===== config.mk =====
export PLATFORM = sky130hd
export DESIGN_NAME = hazard_scoreboard
export DESIGN_NICKNAME = d
export VERILOG_FILES = /design/src/rtl/hazard_scoreboard.sv
export SDC_FILE = /design/constraint.sdc
export NUM_CORES = 1
export LEC_CHECK = 0
export BUFFER_PORTS_ARGS = -buffer_cell sky130_fd_sc_hd__buf_2
export CAP_MARGIN = 25
export CORE_MARGIN = 2
export CORE_UTILIZATION = 35
export DETAILED_ROUTE_END_ITERATION = 10
export GPL_TIMING_DRIVEN = 0
export HOLD_SLACK_MARGIN = 0.06
export PLACE_DENSITY_LB_ADDON = 0.1
export RECOVER_POWER = 25
export REMOVE_ABC_BUFFERS = 1
export SETUP_SLACK_MARGIN = 0.15
export SLEW_MARGIN = 20
export SYNTH_ARGS = -nofsm -noshare
export SYNTH_HDL_FRONTEND = slang
export SYNTH_SLANG_ARGS = --single-unit
export TNS_END_PERCENT = 5

===== constraint.sdc =====
create_clock -name i_clk -period 14.64 [get_ports i_clk]
set_input_delay 2.928 -clock i_clk [delete_from_list [all_inputs] [get_ports i_clk]]
set_output_delay 2.928 -clock i_clk [all_outputs]
set_load 0.1 [all_outputs]

===== src/rtl/hazard_scoreboard.sv =====
// Countdown scoreboard beside the ID stage: detects RAW, WAW and structural
// hazards for producers of any fixed or variable latency and counts stall cycles.
module hazard_scoreboard #(
  parameter int unsigned NUM_REGS = 32,
  parameter int unsigned ADDR_W   = 5,
  parameter int unsigned LAT_W    = 3,
  parameter bit          FWD_EN   = 1'b1,
  parameter int unsigned WB_DIST  = 3,
  parameter int unsigned CNT_W    = 16
) (
  input  logic              i_clk,
  input  logic              i_rst_n,
  input  logic              i_issue_valid,
  input  logic              i_issue_we,
  input  logic [ADDR_W-1:0] i_issue_rd,
  input  logic [LAT_W-1:0]  i_issue_lat,
  input  logic              i_issue_mc,
  input  logic [ADDR_W-1:0] i_id_rs1,
  input  logic [ADDR_W-1:0] i_id_rs2,
  input  logic              i_id_rs1_used,
  input  logic              i_id_rs2_used,
  input  logic              i_mc_busy,
  input  logic              i_wb_valid,
  input  logic [ADDR_W-1:0] i_wb_rd,
  input  logic              i_flush,
  output logic              o_hazard_stall,
  output logic              o_stall_raw,
  output logic              o_stall_waw,
  output logic              o_stall_struct,
  output logic [CNT_W-1:0]  o_stall_cycles
);

  localparam int unsigned     DEPTH   = 1 << ADDR_W;
  localparam logic [LAT_W-1:0] LAT_UNK = '1;
  localparam int unsigned     LAT_MAX = (1 << LAT_W) - 2;

  // Per-register remaining cycles and variable-latency pending flag.
  // Entries 0 and >= NUM_REGS are held at zero so they never look busy.
  logic [LAT_W-1:0] cnt_q [DEPTH];
  logic [DEPTH-1:0] unk_q;

  logic [DEPTH-1:0] busy;
  logic [LAT_W-1:0] load_val;
  logic             raw;
  logic             waw;
  logic             strc;
  logic             fire;
  logic             wr_en;
  logic             is_unk;

  // Countdown value loaded on issue; with no forwarding the consumer also
  // waits for the register-file write to become readable.
  always_comb begin
    int unsigned lv;
    lv = 0;
    if (i_issue_lat != '0) lv = 32'(i_issue_lat) - 1;
    if (!FWD_EN && WB_DIST > 1 && lv < WB_DIST - 1) lv = WB_DIST - 1;
    if (lv > LAT_MAX) lv = LAT_MAX;
    load_val = LAT_W'(lv);
  end

  // Busy vector and the three hazard causes.
  always_comb begin
    for (int unsigned r = 0; r < DEPTH; r++) begin
      busy[r] = (cnt_q[r] != '0) | unk_q[r];
    end
    raw  = (i_id_rs1_used & busy[i_id_rs1]) | (i_id_rs2_used & busy[i_id_rs2]);
    waw  = i_issue_we & (i_issue_rd != '0) &
           (unk_q[i_issue_rd] | (cnt_q[i_issue_rd] > load_val));
    strc = i_issue_mc & i_mc_busy;
  end

  assign o_stall_raw    = i_issue_valid & raw;
  assign o_stall_waw    = i_issue_valid & waw;
  assign o_stall_struct = i_issue_valid & strc;
  assign o_hazard_stall = o_stall_raw | o_stall_waw | o_stall_struct;

  assign fire   = i_issue_valid & ~o_hazard_stall & ~i_flush;
  assign wr_en  = fire & i_issue_we & (i_issue_rd != '0);
  assign is_unk = (i_issue_lat == LAT_UNK);

  // Scoreboard update: issue load beats decrement and writeback clear.
  always_ff @(posedge i_clk) begin
    if (!i_rst_n) begin
      for (int unsigned r = 0; r < DEPTH; r++) begin
        cnt_q[r] <= '0;
      end
      unk_q <= '0;
    end else begin
      for (int unsigned r = 0; r < DEPTH; r++) begin
        if (r == 0 || r >= NUM_REGS) begin
          cnt_q[r] <= '0;
          unk_q[r] <= 1'b0;
        end else if (wr_en && i_issue_rd == ADDR_W'(r)) begin
          cnt_q[r] <= is_unk ? '0 : load_val;
          unk_q[r] <= is_unk;
        end else begin
          if (cnt_q[r] != '0) cnt_q[r] <= cnt_q[r] - LAT_W'(1);
          if (i_wb_valid && i_wb_rd == ADDR_W'(r)) unk_q[r] <= 1'b0;
        end
      end
    end
  end

  // Saturating stall-cycle performance counter.
  always_ff @(posedge i_clk) begin
    if (!i_rst_n) begin
      o_stall_cycles <= '0;
    end else if (o_hazard_stall && o_stall_cycles != '1) begin
      o_stall_cycles <= o_stall_cycles + CNT_W'(1);
    end
  end

endmodule


==> run summary <==
Status - finished with violations
Failing checks - capacitance limit, slew limit
CP startpoint - i_issue_rd[0]
Cell variety after synth - 69
Critical Path Fanout Max - 44
Mux share of post-synthesis cell area - 0.1714
CP Launch Type - primary input
Most common cell after layout, fill and taps aside - edfxtp_1
Full die area - 32460 um^2
Setup bufs post-CTS - 0
Critical path class - primary input to primary output
Longest Clk Path Bufs - 2
Clock-pin slew on the worst setup and hold paths - 60 ps
Flop pwr share - 0.336
Xor/xnor cell area share of the yosys netlist - 0.01048
Final Hold Viols - 0
Slowest cell on crit path - clkbuf_1
Place WS - 4580 ps
HP Start - unk_q[18]$_SDFFE_PN0P_
Required @ worst endpoint - 11710 ps
Yosys top cell area share - 0.2571
Avg Synthesized Cell Area - 9.545 um^2
Initial Util - 0.3551
I/O pins - 53
Setup repair after global routing missed its margin - false
ANT nets after route - 0
Core Footprint - 30590 um^2
Pins Over Slew Limit - 53
Nets - 1255
Largest family of logic cells by synthesized area - simple AND/OR/NAND/NOR gates
Total grt overflow - 0
Setup violators final - 0
Power density of the placed cells - 171.8 nW/um^2
Simple-Gate Fraction of Synth Area - 0.2315
Initial DRC count - 700
Leakage power total - 0.004765 uW
Clock power frac - 0.220
TritonCTS clock tree - built
Root Buffer - clkbuf_16
Synth async-reset ratio - 0
FF-to-FF path depth - 12
Register-to-register setup slack - 8310 ps
Clock sink count - 140
Crit path to - o_hazard_stall
Most frequent cells in the layout - edfxtp_1 (93), nand2_1 (83), inv_1 (79), mux2i_1 (78), ha_1 (68)
Crit path cell chain - clkbuf_1 -> mux4_2 -> mux4_2 -> mux2_2 -> ha_1 -> nor2b_1 -> o21a_1 -> o221ai_1 -> o211ai_1 -> nor2_1 -> nand2b_1 -> buf_2
Max Cap Violations - 2
Die H - 180.2 um
Worst setup EP type - primary output
Reg2reg start - cnt_q[15][1]$_SDFFCE_PN0P_
H-tree levels - 4
Netlist Area Pre-Place - 10860 um^2
EDFF count, synth - 93
Peak VDD IR - 0.09195 mV
Post-cts resize count - 0
Vias in the first global route - 8658
Clock Skews - 20.35 ps
Die Wd - 180.2 um
#FFs+latches synth - 140
Switching Share - 0.3964
Maximum clock frequency - 0.08522 GHz
Tmin final - 11730 ps
Area growth syn-to-layout - 11.35%
Mapped Cells - 1138
Routed vias - 8952
Int Power - 1254 uW
DRC viols - 0
Hold_buf cts - 0
Final worst slack - 2906 ps
Final Cycle Share - 0.8015
Complex-gate fraction of the synthesized area - 0.1116
Most frequent CP cell - mux4_2
Largest net degree at the start of global routing - 90
TritonCTS buffer count - 17
DP HPWL - 25.27 mm
Sw Pwr - 823.9 uW
Critical Path AT - 8810 ps
Combinational power share - 0.444
Most common flop cell mapped by yosys - edfxtp_1
Worst hold slack - 480.7 ps
Area contributors post-synth - edfxtp_1 (26%), dfxtp_1 (8.7%), ha_1 (7.8%)
Post-Synth Adder-Cell Area - 0.07833
Clk_lat worst skew - 440 ps
GP Congestion - 0.9242
Ant diodes - 0
Biggest area consumer among synthesized cells - edfxtp_1
Synth warn - 0
Final WL - 34.42 mm
Rows - 64
Worst-Margin Slew - 3366 ps
First-pass GRT wire length - 52.48 mm
DR pass1 iterations - 5
Worst reg2reg endpoint - cnt_q[2][1]$_SDFFCE_PN0P_
Initial antenna violation count - 0
Register area share after synthesis - 0.3437
Max transition margin - -1.244
Post-DR vias/cell - 5.727
PortBufs - 52
GRT Total Usage - 0.2097
Setup_tns - 0 ps
Worst hold path type - flip-flop to flip-flop
Routed wire length per instance - 22.02 um
Max incr delay on CP - 2320 ps
Share of cells above drive strength 1 - 0.1457
how the worst min path moves through the flow:
stage	to	slack [ps]	depth (start not counted)
6_report	unk_q[18]$_SDFFE_PN0P_	480	2
5_1_grt	unk_q[21]$_SDFFE_PN0P_	510	2
4_1_cts	unk_q[18]$_SDFFE_PN0P_	480	2
3_5_place_dp	unk_q[17]$_SDFFE_PN0P_	470	2
3_3_place_gp	unk_q[19]$_SDFFE_PN0P_	460	2
2_1_floorplan	unk_q[18]$_SDFFE_PN0P_	450	2
flip-flops by register name, indices dropped and copies added (netlist names):
name            flops
cnt_q              93
unk_q              31
o_stall_cycles     16
layout make-up:
type	count	area, um^2
clock buffer	19	475.5
clock inverter	13	126.4
fill	3084	18500
inverter	80	302.8
multi-input combinational	853	6554
sequential	140	3734
tap	396	495.5
timing repair buffer	62	406.6
synth_stat cells, types with 10 or more instances:
cell type / n
xor2_1: 11
mux2_2: 22
clkbuf_1: 53
dfxtp_1: 47
nand3b_1: 11
o41ai_1: 14
ha_1: 68
nor2_1: 67
nor2b_1: 38
nor3_1: 17
nand2_1: 84
a21oi_1: 34
mux2i_1: 78
edfxtp_1: 93
nand2b_1: 39
or3_1: 59
nor3b_1: 25
or2_2: 17
mux4_2: 37
o21ai_0: 36
nand3_1: 55
inv_1: 80
nand4_1: 10
o211ai_1: 10
metrics by stage:
step           cells  power [uW]  utilization  instance area, um^2
6_report        1563        2078       0.3954                12090
5_1_grt         1563        2230       0.3954                12090
4_1_cts         1562        2091       0.3959                12110
3_5_place_dp    1530        1624       0.3762                11510
3_3_place_gp    1521        1611       0.3708                11340
2_1_floorplan   1073        1350            -                10590
worst max-delay path, delay by kind of cell:
family / cells / cell delay, ps
fa+ha+maj: 1 / 320
compound gates: 3 / 630
buf+inv: 2 / 2620
mux: 3 / 1620
simple gates: 3 / 620
metal layers:
layer  global-route usage  share of wire
met5                    0              0
met2               0.3316           0.46
met3              0.03234          0.056
met4              0.04774          0.015
met1               0.3017           0.47
power groups by stage:
stage          logic, uW  registers (uW)  clock network (uW)
2_1_floorplan        680             670                   0
3_3_place_gp         903             707                   0
3_5_place_dp         916             709                   0
4_1_cts              925             700                 466
5_1_grt             1030             718                 481
6_report             923             699                 457
cells by family after synthesis:
family | Yosys count
AOI/OAI and AO/OA | 177
xor gates and xnor gates | 13
adders and majority gates | 68
buffers and inverters | 145
DFF | 140
muxes | 137
and+or+nand+nor | 458
Note: power is estimated with default switching activity, not from simulation.
